`src/rtl/nexus_hier_bitset.sv`:
```
// Two-level hierarchical bitset with a pipelined best-bucket search.
// Optional occupancy counter: define NEXUS_BITSET_OCC_COUNT_EN.
module nexus_hier_bitset #(
    parameter int L1_SIZE   = 16,
    parameter int L2_SIZE   = 16,
    parameter int LOW_FIRST = 1,
    localparam int BUCKETS  = L1_SIZE * L2_SIZE,
    localparam int IDX_W    = $clog2(BUCKETS)
) (
    input  logic             i_clk,
    input  logic             i_arst,
    input  logic             i_set_valid,
    input  logic [IDX_W-1:0] i_set_idx,
    input  logic             i_clr_valid,
    input  logic [IDX_W-1:0] i_clr_idx,
    input  logic             i_query_valid,
    output logic             o_res_valid,
    output logic             o_res_found,
    output logic [IDX_W-1:0] o_res_idx,
    output logic             o_empty,
    output logic [IDX_W:0]   o_occupancy
);

    localparam int L1_W  = $clog2(L1_SIZE);
    localparam int L2_W  = $clog2(L2_SIZE);
    localparam int OCC_W = IDX_W + 1;

    function automatic logic [L1_W-1:0] enc_l1(input logic [L1_SIZE-1:0] v);
        logic [L1_W-1:0] r;
        r = '0;
        if (LOW_FIRST != 0) begin
            for (int i = L1_SIZE - 1; i >= 0; i--)
                if (v[i]) r = L1_W'(i);
        end else begin
            for (int i = 0; i < L1_SIZE; i++)
                if (v[i]) r = L1_W'(i);
        end
        return r;
    endfunction

    function automatic logic [L2_W-1:0] enc_l2(input logic [L2_SIZE-1:0] v);
        logic [L2_W-1:0] r;
        r = '0;
        if (LOW_FIRST != 0) begin
            for (int i = L2_SIZE - 1; i >= 0; i--)
                if (v[i]) r = L2_W'(i);
        end else begin
            for (int i = 0; i < L2_SIZE; i++)
                if (v[i]) r = L2_W'(i);
        end
        return r;
    endfunction

    logic [L1_SIZE-1:0][L2_SIZE-1:0] rows_q;
    logic [L1_SIZE-1:0][L2_SIZE-1:0] rows_d;
    logic [L1_SIZE-1:0]              summary_q;
    logic [L1_SIZE-1:0]              summary_d;
    logic                            empty_q;

    logic [L1_W-1:0] set_row;
    logic [L2_W-1:0] set_col;
    logic [L1_W-1:0] clr_row;
    logic [L2_W-1:0] clr_col;

    assign set_row = i_set_idx[IDX_W-1:L2_W];
    assign set_col = i_set_idx[L2_W-1:0];
    assign clr_row = i_clr_idx[IDX_W-1:L2_W];
    assign clr_col = i_clr_idx[L2_W-1:0];

    // Clear is applied before set so a same-bucket collision leaves the bit set.
    always_comb begin
        rows_d = rows_q;
        if (i_clr_valid) rows_d[clr_row][clr_col] = 1'b0;
        if (i_set_valid) rows_d[set_row][set_col] = 1'b1;
        for (int r = 0; r < L1_SIZE; r++)
            summary_d[r] = |rows_d[r];
    end

    always_ff @(posedge i_clk or posedge i_arst) begin
        if (i_arst) begin
            rows_q    <= '0;
            summary_q <= '0;
            empty_q   <= 1'b1;
        end else begin
            rows_q    <= rows_d;
            summary_q <= summary_d;
            empty_q   <= ~|summary_d;
        end
    end

    assign o_empty = empty_q;

    logic [L1_W-1:0]    l1_win;
    logic               s1_valid;
    logic               s1_any;
    logic [L1_W-1:0]    s1_row_idx;
    logic [L2_SIZE-1:0] s1_row;

    assign l1_win = enc_l1(summary_q);

    // Stage 1 snapshots the winning row so later updates cannot disturb it.
    always_ff @(posedge i_clk or posedge i_arst) begin
        if (i_arst) begin
            s1_valid   <= 1'b0;
            s1_any     <= 1'b0;
            s1_row_idx <= '0;
            s1_row     <= '0;
        end else begin
            s1_valid   <= i_query_valid;
            s1_any     <= |summary_q;
            s1_row_idx <= l1_win;
            s1_row     <= rows_q[l1_win];
        end
    end

    logic [L2_W-1:0] l2_win;
    logic            s1_hit;

    assign l2_win = enc_l2(s1_row);
    assign s1_hit = s1_valid & s1_any;

    always_ff @(posedge i_clk or posedge i_arst) begin
        if (i_arst) begin
            o_res_valid <= 1'b0;
            o_res_found <= 1'b0;
            o_res_idx   <= '0;
        end else begin
            o_res_valid <= s1_valid;
            o_res_found <= s1_hit;
            o_res_idx   <= s1_hit ? {s1_row_idx, l2_win} : '0;
        end
    end

`ifdef NEXUS_BITSET_OCC_COUNT_EN
    logic [OCC_W-1:0] occ_q;
    logic             set_eff;
    logic             clr_eff;

    // A clear only counts when the bit was set and no same-bucket set overrides it.
    assign set_eff = i_set_valid && !rows_q[set_row][set_col];
    assign clr_eff = i_clr_valid && rows_q[clr_row][clr_col] &&
                     !(i_set_valid && (i_set_idx == i_clr_idx));

    always_ff @(posedge i_clk or posedge i_arst) begin
        if (i_arst) occ_q <= '0;
        else        occ_q <= occ_q + OCC_W'(set_eff) - OCC_W'(clr_eff);
    end

    assign o_occupancy = occ_q;
`else
    assign o_occupancy = '0;
`endif

endmodule

```
`config.mk`:
```
export PLATFORM = sky130hd
export DESIGN_NAME = nexus_hier_bitset
export DESIGN_NICKNAME = d
export VERILOG_FILES = /design/src/rtl/nexus_hier_bitset.sv
export SDC_FILE = /design/constraint.sdc
export NUM_CORES = 1
export LEC_CHECK = 0
export BUFFER_PORTS_ARGS = -buffer_cell sky130_fd_sc_hd__buf_2
export CORE_AREA = 5 5 170 172
export DETAILED_ROUTE_END_ITERATION = 12
export DIE_AREA = 0 0 175 177
export PLACE_DENSITY = 0.67
export SYNTH_ARGS = -nofsm -noshare
export SYNTH_HDL_FRONTEND = slang
export SYNTH_SLANG_ARGS = --single-unit
export TNS_END_PERCENT = 50
```
`constraint.sdc`:
```
create_clock -name i_clk -period 21.2 [get_ports i_clk]
set_clock_uncertainty 0.05 [all_clocks]
set_input_delay 3.18 -clock i_clk [delete_from_list [all_inputs] [get_ports i_clk]]
set_output_delay 3.18 -clock i_clk [all_outputs]
set_load 0.005 [all_outputs]
```
==> out/qor.yml <==
layout:
  diodes: 0
  drive_gt1_share_pct: 8.06
  multi_input_area_mm2: 0.00638
  n_fill_cell: 2400
  final_cells: 1873
  syn_to_final_growth_pct: 8.69
  finalCoreUtilization_pct: 58.4
  nets: 1524
  regArea_mm2: 0.00763
worst_setup_path:
  required_ps: 21610
  cp-start-kind: "primary input"
  r2r_setup_slack_ps: 16780
  cp.arrival_ps: 6850
  worst-setup-path-type: "in2reg"
  crit_fanout: 16
  cpPeakStageDelay_ps: 720
  reg2reg_depth: 11
  cp_cell_sequence: "buf_2 > nor2b_1 > nand3b_1 > o21ai_0 > o21ai_0 > nor4_1 > nand4_1 > nor4_1 > and3_1"
  worstSetupStartpoint: "i_clr_idx[7]"
  crit_slowest_cell: "nor4_1"
  endpoint_kind: "register"
  r2r-start: "summary_q[2]"
clocking:
  cts_setup_buffers: 0
  cts_sinks: 305
  cts_buffer_depth: 3
  h-tree-depth: 2
  clockRootBuffer: "clkbuf_16"
  cts_buffers: 35
  clk_latency_ps: 520
  clkTransAtPathRegs_ps: 60
  hold_buffers: 0
  ctsResizeCount: 0
  cts_tree: "yes"
floorplan:
  rows: 61
  core_mm2: 0.0273
  ios: 41
  die_area_mm2: 0.0310
  die_y_um: 177
  die_x_um: 175
  initial_core_util_pct: 53.8
hold_path:
  hold_path.class: "reg2reg"
  hold_start: "s1_valid"
  whs_path_depth: 0
logic_synthesis:
  synth_top_family_by_area: "compound AO/OA/AOI/OAI gates"
  yosysSeqAreaShare_pct: 51.9
  synthFlopType: "dfrtp_1"
  synthMuxAreaShare_pct: 0.613
  avgSynthCellArea_um2: 9.38
  synth-simple-area-share_pct: 15.8
  synth_cell_types: 45
  synth_fa_ha_area_share_pct: 0
  postSynthCellCount: 1566
  ys_ff_latch: 305
  synth_warnings: 0
  synth_enable_flop_cells: 0
  synth_compound_area_share_pct: 26.7
  synth_xor_area_share_pct: 0
  synth_area_mm2: 0.0147
  async_flop_share_pct: 100
route:
  drt_wl_total_um: 54900
  dr.pass1.iters: 7
  drt_iter0_markers: 2023
  vias_per_cell: 7.28
  drtAntennaViolNets: 0
  wl_per_cell_um: 29.3
  drc: 0
  vias: 13600
placement:
  dp_cells: 1812
  gp_congestion: 1.05
  portBuffers: 31
  dp_hpwl_um: 35600
timing:
  rsz0062_at_grt: "no"
  relSlewSlack_pct: 27.2
  max_freq_ghz: 0.155
  tightest_slew_ps: 1090
  finalHoldViolations: 0
  setup_tns_ps: 0
  period_share_pct: 30.4
  min_period_ps: 6440
  final_max_slew_viol_count: 0
  finalSetupViolCount: 0
outcome:
  status: "finished clean"
flow_run:
  max_cap_viol_count: 0
global_route:
  grt_pass1_wl_um: 83500
  grt_max_degree: 143
  grt_pass1_vias: 13300
  antenna_found_initial: 3
  grt_util_all_layers_pct: 35.4
  grt-ovfl-total: 0
power_and_ir_drop:
  p_leak_nw: 6.64
  ir_drop_mv: 0.0628
  power_density_mw_per_mm2: 103
==> critical path: cells and delay by family <==
kind	cells	cell delay (ps)
simple gates	6	2940
compound gates	2	540
buf+inv	1	170
==> cell usage in the layout (no fill, tap or decap), drive strengths merged, types with 9 or more instances in the layout <==
cell type    n
and3        68
clkbuf      51
nor2        21
conb         9
or2         19
nand4       20
buf         46
a211oi      61
nor4        70
nand3       19
o21ai      420
o31ai       98
dfrtp      304
or4         16
a311oi      61
nand2      162
nor2b        9
inv         13
==> where the power goes <==
part / switching, mW / internal [mW] / leakage, nW
clock network: 0.246 / 0.386 / 0.593
logic: 0.244 / 0.0871 / 1.97
registers: 0.0418 / 0.647 / 4.08
total: 0.532 / 1.12 / 6.64
==> cells in the mapped netlist (4+ instances only) <==
master	instances	area share [%]
o21ai_0	410	14
dfrtp_1	304	52
nand2_1	162	4.1
clkbuf_1	121	3.1
o31ai_1	97	5.0
nor4_1	70	3.0
and3_1	68	2.9
a211oi_1	61	3.1
a311oi_1	61	3.6
nor2_1	21	0.54
nand4_1	20	0.85
nand3_1	19	0.65
or4_1	16	0.82
buf_2	13	0.44
inv_1	11	0.28
buf_4	10	0.51
o21ai_1	10	0.34
or2_2	10	0.43
nor2b_1	9	0.38
nor3_1	8	0.27
or2_1	8	0.34
buf_6	7	0.54
a21oi_1	6	0.20
nand2b_1	6	0.26
mux4_2	4	0.61
nand4b_1	4	0.24
o21bai_1	4	0.20
==> sequential cells by signal, summed over array words and instances, names as in the netlist, 4 cells and up <==
register and cells:
o_res_idx 8, rows_q 256, summary_q 16, s1_row_idx 4
s1_row 16
==> cells by family (layout without fill, tap and decap cells) <==
kind of cell | after synthesis | count (layout)
other cells | 1 | 9
simple gates | 437 | 437
buf+inv | 166 | 119
compound gates | 653 | 653
mux | 4 | 4
flops | 305 | 305
==> metal layers <==
| metal | global-route usage (%) | wire length [um] | vias up |
|---|---|---|---|
| li1 | - | - | 5785 |
| met1 | 48.2 | 21200 | 6702 |
| met2 | 53.9 | 24400 | 971 |
| met3 | 9.40 | 6700 | 175 |
| met4 | 15.3 | 2620 | 4 |
| met5 | 0 | 34 | - |
==> cell type report <==
class                   count  area share [%]
flip-flops and latches    305            47.8
multi-input cells        1103            40.0
clock buffers              51            6.69
well taps                 346            2.71
repair buffers             46            1.68
clock inverters            10           0.823
inverters                  12           0.345
==> per-stage QoR <==
stage                     area [um^2]  power, mW  hold slack [ps]  setup slack, ps
after floorplan                 14700      0.896              355             9540
after global placement          14800       1.01              407            14400
after detailed placement        14800       1.01              401            14470
after CTS                       16000       1.64              421            15000
after global routing            16000       1.71              427            14690
final                           16000       1.65              419            14760
==> final timing paths <==
check                               to
setup / recovery               o_empty
min in group asynchronous  rows_q[111]
setup reg to reg            s1_row[10]
max in group asynchronous   rows_q[62]
hold reg to reg            o_res_valid
hold / removal             o_res_valid
No activity file was read; power rests on OpenSTA's default activity.
